File: src/rtl/apb_spi_pkg.sv
// apb_spi_pkg: shared FSM state type, register addresses and CTRL/STATUS bit positions for apb_spi_regs
package apb_spi_pkg;
  typedef enum logic {IDLE, ACCESS} state_t;
  localparam logic [15:0] ADDR_CTRL   = 16'h0000;
  localparam logic [15:0] ADDR_STATUS = 16'h0002;
  localparam logic [15:0] ADDR_TXDATA = 16'h0004;
  localparam logic [15:0] ADDR_RXDATA = 16'h0006;
  localparam int CTRL_SPI_EN  = 0;
  localparam int CTRL_IRQ_EN  = 1;
  localparam int CTRL_DIV_LSB = 8;
  localparam int ST_TX_FULL   = 0;
  localparam int ST_TX_EMPTY  = 1;
  localparam int ST_RX_FULL   = 2;
  localparam int ST_RX_OVR    = 3;
endpackage

File: src/rtl/sync_fifo.sv
// sync_fifo: W-bit x DEPTH (power of two) FIFO; ports clk, rst, push/din, pop/dout (0 when empty), full, empty
module sync_fifo #(
  parameter int W = 16,
  parameter int DEPTH = 4
) (
  input  logic         clk,
  input  logic         rst,
  input  logic         push,
  input  logic         pop,
  input  logic [W-1:0] din,
  output logic [W-1:0] dout,
  output logic         full,
  output logic         empty
);
  localparam int AW = $clog2(DEPTH);
  logic [W-1:0] mem [DEPTH];
  logic [AW:0] wp, rp;
  logic do_push, do_pop;
  assign empty = wp == rp;
  assign full = (wp[AW] != rp[AW]) && (wp[AW-1:0] == rp[AW-1:0]);
  assign do_push = push & ~full;
  assign do_pop = pop & ~empty;
  assign dout = empty ? '0 : mem[rp[AW-1:0]];
  always_ff @(posedge clk) begin
    if (rst) begin
      wp <= '0;
      rp <= '0;
    end else begin
      wp <= wp + {{AW{1'b0}}, do_push};
      rp <= rp + {{AW{1'b0}}, do_pop};
    end
  end
  always_ff @(posedge clk) if (do_push) mem[wp[AW-1:0]] <= din;
endmodule

File: src/rtl/apb_spi_regs.sv
// apb_spi_regs: APB register bank for SPI (pclk/rst, APB psel..pslverr, tx_data/valid/ready stream, rx_data/valid strobe, spi_en/clk_div/irq); APB_SPI_PSLVERR_EN enables pslverr
module apb_spi_regs
  import apb_spi_pkg::*;
#(
  parameter int WAIT_STATES = 0,
  parameter int TX_DEPTH = 4
) (
  input  logic        pclk,
  input  logic        rst,
  input  logic        psel,
  input  logic        penable,
  input  logic        pwrite,
  input  logic [15:0] paddr,
  input  logic [15:0] pwdata,
  output logic [15:0] prdata,
  output logic        pready,
  output logic        pslverr,
  output logic [15:0] tx_data,
  output logic        tx_valid,
  input  logic        tx_ready,
  input  logic [15:0] rx_data,
  input  logic        rx_valid,
  output logic        spi_en,
  output logic [7:0]  clk_div,
  output logic        irq
);
  state_t state;
  logic [3:0] cnt;
  logic irq_en, rx_full, rx_overrun, tx_full, tx_empty;
  logic [15:0] rx_hold, rdata;
  logic commit, wr, rd, hit_ctrl, hit_st, hit_tx, hit_rx;
  assign hit_ctrl = paddr == ADDR_CTRL;
  assign hit_st = paddr == ADDR_STATUS;
  assign hit_tx = paddr == ADDR_TXDATA;
  assign hit_rx = paddr == ADDR_RXDATA;
  assign commit = psel & penable & pready;
  assign wr = commit & pwrite;
  assign rd = commit & ~pwrite;
  assign tx_valid = ~tx_empty;
  always_comb begin
    rdata = hit_ctrl ? {clk_div, 6'b0, irq_en, spi_en} :
            hit_st   ? {12'b0, rx_overrun, rx_full, tx_empty, tx_full} :
            hit_rx   ? rx_hold : '0;
  end
  assign prdata = (pready & ~pwrite) ? rdata : '0;
`ifdef APB_SPI_PSLVERR_EN
  logic err;
  assign err = ~(hit_ctrl | hit_st | hit_tx | hit_rx) | (pwrite & hit_rx) |
               (~pwrite & hit_tx) | (pwrite & hit_tx & tx_full);
  assign pslverr = pready & err;
`else
  assign pslverr = 1'b0;
`endif
  always_ff @(posedge pclk) begin
    if (rst) begin
      state <= IDLE;
      cnt <= '0;
      pready <= 1'b0;
    end else if (state == IDLE) begin
      if (psel & ~penable) begin
        state <= ACCESS;
        cnt <= 4'(WAIT_STATES);
        pready <= WAIT_STATES == 0;
      end
    end else if (pready) begin
      state <= IDLE;
      pready <= 1'b0;
    end else begin
      cnt <= cnt - 4'd1;
      pready <= cnt == 4'd1;
    end
  end
  always_ff @(posedge pclk) begin
    if (rst) begin
      spi_en <= 1'b0;
      irq_en <= 1'b0;
      clk_div <= '0;
      rx_hold <= '0;
      rx_full <= 1'b0;
      rx_overrun <= 1'b0;
      irq <= 1'b0;
    end else begin
      if (wr & hit_ctrl) begin
        spi_en <= pwdata[CTRL_SPI_EN];
        irq_en <= pwdata[CTRL_IRQ_EN];
        clk_div <= pwdata[CTRL_DIV_LSB +: 8];
      end
      if (rx_valid) rx_hold <= rx_data;
      rx_full <= rx_valid | (rx_full & ~(rd & hit_rx));
      rx_overrun <= (rx_valid & rx_full & ~(rd & hit_rx)) |
                    (rx_overrun & ~(wr & hit_st & pwdata[ST_RX_OVR]));
      irq <= irq_en & (rx_full | rx_overrun);
    end
  end
  sync_fifo #(.W(16), .DEPTH(TX_DEPTH)) u_tx_fifo (
    .clk  (pclk),
    .rst  (rst),
    .push (wr & hit_tx),
    .pop  (tx_ready),
    .din  (pwdata),
    .dout (tx_data),
    .full (tx_full),
    .empty(tx_empty)
  );
endmodule

File: config.mk
export PLATFORM = sky130hd
export DESIGN_NAME = apb_spi_regs
export DESIGN_NICKNAME = d
export VERILOG_FILES = /design/src/rtl/apb_spi_pkg.sv /design/src/rtl/sync_fifo.sv /design/src/rtl/apb_spi_regs.sv
export SDC_FILE = /design/constraint.sdc
export NUM_CORES = 1
export LEC_CHECK = 0
export CORE_MARGIN = 2
export CORE_UTILIZATION = 35
export CTS_BUF_LIST = sky130_fd_sc_hd__clkbuf_4
export DETAILED_ROUTE_END_ITERATION = 8
export PLACE_DENSITY = 0.67
export SYNTH_ARGS = -nofsm -noshare
export SYNTH_HDL_FRONTEND = slang
export SYNTH_HIERARCHICAL = 1
export SYNTH_SLANG_ARGS = --single-unit
File: constraint.sdc
create_clock -name pclk -period 4.7 [get_ports pclk]
set_input_delay 0.705 -clock pclk [delete_from_list [all_inputs] [get_ports pclk]]
set_output_delay 0.705 -clock pclk [all_outputs]
set_load 0.05 [all_outputs]
== Word-level counts from Yosys, hierarchy flattened ==
Memories as Yosys holds them, arrays and structs flattened. A register that Yosys moved wholly into a read port is not among the register bits.
Index checks and enable logic that the tools add are counted.

* Bits in registers: 41
* Bits in latches: 0
* Bits in writable memories: 64
* Bits in read-only memories: 0
* Output and inout port bits: 45
* Word-level logic and storage cells: 72
* Memories: 1

{| class="wikitable"
|+ Memories
! memory !! depth !! bits a word !! rd ports !! clocked after memory_dff !! wr ports !! line !! RTL
|-
| u_tx_fifo.mem || 4 || 16 || 1 || 1 || 1 || sync_fifo.sv:16 || <nowiki>logic [W-1:0] mem [DEPTH];</nowiki>
|}

* Add/sub/neg operators: 3
* Multipliers: 0
* Divide/modulo/power cells: 0
* $lt $le $gt $ge: 0
* Equality and inequality tests: 8
* Shift-type cells: 0
* Multiplexer cells: 17
* Bitwise gates (word level): 27
* Reduce and logical (&&, ||, !) cells: 4

{| class="wikitable"
|+ Operator list
! operator !! number
|-
| 2-to-1 mux 16 bit || 5
|-
| equality test 16 x 3 -> 1 bit (second input constant) || 2
|-
| AND 1 bit || 18
|-
| equality test 16 x 2 -> 1 bit (second input constant) || 1
|-
| zero test 16 bit || 1
|-
| 2-to-1 mux 4 bit || 3
|-
| 2-to-1 mux 1 bit || 8
|-
| adder 3 x 1 -> 3 bit || 2
|-
| NOT 1 bit || 6
|-
| equality test 4 x 1 -> 1 bit (second input constant) || 1
|-
| subtractor 4 x 1 -> 4 bit (second input constant) || 1
|-
| equality test 3 bit || 1
|-
| bitwise OR 1 bit || 3
|-
| equality test 2 bit || 1
|-
| 2-to-1 mux 2 bit || 1
|-
| != test 2 bit (second input constant) || 1
|-
| AND reduction 2 bit || 1
|-
| nonzero test 2 bit || 1
|-
| logical AND 1 bit || 1
|-
| != test 1 bit || 1
|}

== Depth between registers and ports, before layout ==
Gate-level depths: netlist (run 1).

* Word-level depth: 8
* Mapped depth: 10
* Depth with buffers taken out: 9

== By module ==
The synthesis (run 1) kept the hierarchy.

{| class="wikitable"
|+ By module, submodules not included
! module !! instances !! cells an instance !! area each (µm²)
|-
| sync_fifo || 1 || 139 || 2,879.0
|-
| apb_spi_regs || 1 || 205 || 1,755.4
|}

== Least setup slack after synthesis (run 1) ==
Ideal clock, no wire load.

* Kind: input port to output port
* From: input paddr[13]
* To: output prdata[0]
* Arrival time: 2,967 ps
* Setup slack: 1,028 ps
* Stages on the path: 4
* Path buffers: 0
* Cell sequence: or4_1 > nor4_4 > nand2_1 > a221oi_1

* Longest elaborated chain between the ends: 5
* Elaborated cells on any way between the ends: 7
* Classes of those cells: eq/ne (2); mux (4); reduce/logical (1)

{| class="wikitable"
|+ RTL lines
! item !! line !! RTL
|-
| start, declared || apb_spi_regs.sv:13 || <nowiki>input logic [15:0] paddr,</nowiki>
|-
| equality test 16 x 3 -> 1 bit || apb_spi_regs.sv:35 || <nowiki>assign hit_rx = paddr == ADDR_RXDATA;</nowiki>
|-
| 2-to-1 mux 16 bit || apb_spi_regs.sv:43 || <nowiki>hit_rx ? rx_hold : '0;</nowiki>
|-
| 2-to-1 mux 16 bit || apb_spi_regs.sv:42 || <nowiki>hit_st ? {12'b0, rx_overrun, rx_full, tx_empty, tx_full} :</nowiki>
|-
| 2-to-1 mux 16 bit * || apb_spi_regs.sv:41 || <nowiki>rdata = hit_ctrl ? {clk_div, 6'b0, irq_en, spi_en} :</nowiki>
|-
| 2-to-1 mux 16 bit * || apb_spi_regs.sv:45 || <nowiki>assign prdata = (pready & ~pwrite) ? rdata : '0;</nowiki>
|-
| end, declared || apb_spi_regs.sv:15 || <nowiki>output logic [15:0] prdata,</nowiki>
|}

Every way passes the cells marked *; elsewhere a longest branch is shown, timed or not.

== Worst setup path after layout (run 1) ==
* From: input paddr[9]
* To: output prdata[1]

Same word-level chain as after synthesis.

==> results.toml, run 1 <==
[timing]
min_period_ps = 4080
setup_viol = 0
skew_ps = 30.2
timing.fmax_mhz = 245
worst-slew-pin-transition_ps = 1040
relSlewSlack = 0.307
final-hold-violation-count = 0
slew_viol_final = 0
min_period_over_period = 0.869
tns_ps = 0
setup_ws_ps = 617
grt_setup_unrepaired = "false"

[detailed_routing]
wl_um = 11000
drc = 0
wire_per_inst_um = 17.6
vias = 3290
drt_iter0_drc = 253
routed_via_density = 5.28
drt-pass1-iter-count = 4
ant_nets = 0

[final_layout]
final_nets = 503
antenna_cells = 0
fin_cells = 623
syn_to_final_growth_pct = 29.0
mostFrequentLayoutCells = "clkdlybuf4s50_1, edfxtp_1, dfxtp_1, nor2_1, o31a_1"
final_common_cell = "clkdlybuf4s50_1"
final_layout_size_suffix_gt1_frac = 0.119

[critical_path]
worst-path-max-fanout = 5
crit_family = "buffers and inverters"
cp_common_cell = "clkdlybuf4s50_1"
critical_path.startpoint = "paddr[9]"
end_kind = "primary output"
required_ps = 3990
r2r_start = "pready"
criticalPathCategory = "primary input to primary output"
start_kind = "primary input"
slowest_stage = "clkdlybuf4s50_1"
crit_buf_inv = 2
crit_arrival_ps = 3380
crit_path_cell_trace = "clkdlybuf4s50_1 -> or4_4 -> nor4_4 -> nand2_1 -> a221oi_1 -> clkdlybuf4s50_1"
cpPeakStageDelay_ps = 860

[power_and_ir_drop]
p_sw_mw = 0.395
p_comb_frac = 0.075
powerDensity_nw_per_um2 = 263
vdd_drop_max_uv = 153
total_power_mw = 1.57
power_frac_seq = 0.634
internal_power_mw = 1.18
pwr-share-clk = 0.291
p_leak_nw = 1.99
p_sw_frac = 0.251

[global_route]
globalRouteMet2Util = 0.259
grt_max_degree = 42
grt-busiest-layer = "met2"
grtUsageMet3 = 0.0302
grt_pass1_vias = 3324
grt_first_pass_wirelength_um = 17300
antenna_found_initial = 0
track_usage = 0.156
met1_usage = 0.206
grt.overflow.total = 0

[floorplan]
num_rows = 42
die_w_um = 119
core-area_um2 = 13100
initial_utilization = 0.354
die-area_um2 = 14200
ios = 100
die_h_um = 119

[yosys]
synth_ff_type = "edfxtp_1"
synthSimpleGateAreaFrac = 0.112
ys.warnings.count = 6
synth_top_family_by_area = "multiplexers"
synth_xor_area_frac = 0.0202
yosys.area.top_type = "edfxtp_1"
synthArstFlopShare = 0
synthTopCellsByArea = "edfxtp_1, dfxtp_1, mux4_2, mux4_1, mux2i_1"
synth_fp_nets = 405
synthCells = 344
synth-seq-cells = 105
synthAdderAreaFrac = 0.0162
synth_edf_count = 64
synth-compound-area-share = 0.103
synth_cell_type_count = 46
synth_top_area_frac = 0.415
seq_area_frac_synth = 0.592
syn_area_per_cell_um2 = 13.5
synth_mux_area_frac = 0.118
syn-cell-area_um2 = 4630

[clocking]
cts_tree = "done"
clkLatencyLatePin_ps = 450
post-cts-setup-buffers = 0
cts_max_path_buffers = 2
cts_hold_buffers = 0
clk_pin_slew_ps = 170
clockRootBuffer = "clkbuf_4"
cts-resized-gates = 0
cts_made_buffers = 9
cts_sinks = 105
htree_levels = 3

[min_path]
hp-class = "flip-flop to flip-flop"
holdCritStartpoint = "irq_en"

[placed_design]
place.gp.congestion = 0.762
numPortBuffers = 98
pre_cts_slack_ps = 612
place_inst = 607
hpwl_um = 7610

[status]
status = "complete, no violations"

[run]
maxCapViolCount = 0
==> through the flow <==
stage / hold WS, ps / util / cell area (µm²)
2_1_floorplan: 434 / - / 4630
3_3_place_gp: 464 / 0.446 / 5830
3_5_place_dp: 469 / 0.446 / 5830
4_1_cts: 492 / 0.457 / 5980
5_1_grt: 509 / 0.457 / 5980
6_report: 487 / 0.457 / 5980
==> power groups by stage <==
stage,clock (mW),sequential (mW),combinational (mW)
6_report,0.458,0.998,0.117
5_1_grt,0.506,1.00,0.129
4_1_cts,0.474,0.998,0.118
3_5_place_dp,0,1.02,0.118
3_3_place_gp,0,1.02,0.114
2_1_floorplan,0,1.02,0.0468
==> metal layers <==
layer | up-vias | part of all wire
met5 | - | 0
met4 | 0 | 0.021
met3 | 15 | 0.052
met2 | 110 | 0.48
met1 | 1637 | 0.45
li1 | 1528 | -
==> worst min-delay path, cell delays in order, from the launching register on <==
cell	delay (ps)
dfxtp_1	340
o21ai_0	60
a21oi_1	60
==> kinds of logic (layout without fill, tap and decap cells) <==
kind of cell             count (synthesis)  count (layout)
AO/OA/AOI/OAI                           67              67
XOR/XNOR                                 9               9
AND/OR/NAND/NOR                         92              92
adder cells (fa/ha/maj)                  6               6
other                                    1               1
multiplexers                            32              32
flip-flops                             105             105
buffers and inverters                   32             135
==> cell usage after synthesis (all sizes together), types with 3 or more instances <==
cell type	n
a32oi	8
mux4	16
a21oi	13
nor2b	7
nor2	35
nor4	5
and2	4
and3	3
or4	3
edfxtp	64
o31a	17
a311oi	4
nand2	6
buf	12
dfxtp	41
o21ai	14
clkbuf	11
nand4	11
mux2i	16
ha	6
xor2	5
nor3	9
inv	9
a22oi	3
xnor2	4
==> sequential cells by signal, indices dropped and copies added (netlist names), 3 cells and up <==
name and count:
u_tx_fifo/wp 3, u_tx_fifo/mem 64, clk_div 8, rx_hold 16
cnt 4, u_tx_fifo/rp 3
==> area by class of cell <==
| type | count | area, µm² |
|---|---|---|
| Timing Repair Buffer | 110 | 1090 |
| Sequential cell | 105 | 2740 |
| Multi-Input combinational cell | 207 | 1750 |
| Clock buffer | 9 | 67.6 |
| Tap cell | 176 | 220 |
| Clock inverter | 7 | 75.1 |
| Inverter | 9 | 33.8 |
| Fill cell | 1165 | 7110 |
==> worst paths after layout <==
path / to / slack (ps) / cells past startpoint
setup / recovery: prdata[1] / 620 / 6
hold / removal: irq_en / 490 / 2
setup reg to reg: u_tx_fifo/mem[3][11] / 2350 / 6
hold reg to reg: irq_en / 490 / 2
No activity file was read; power rests on OpenSTA's default activity.
==> run 2: changes to the inputs <==
SKIP_LAST_GASP = 1   (was default)
==> results of run 2 <==
The final DEF is identical to that of run 1; final timing and power are the same.
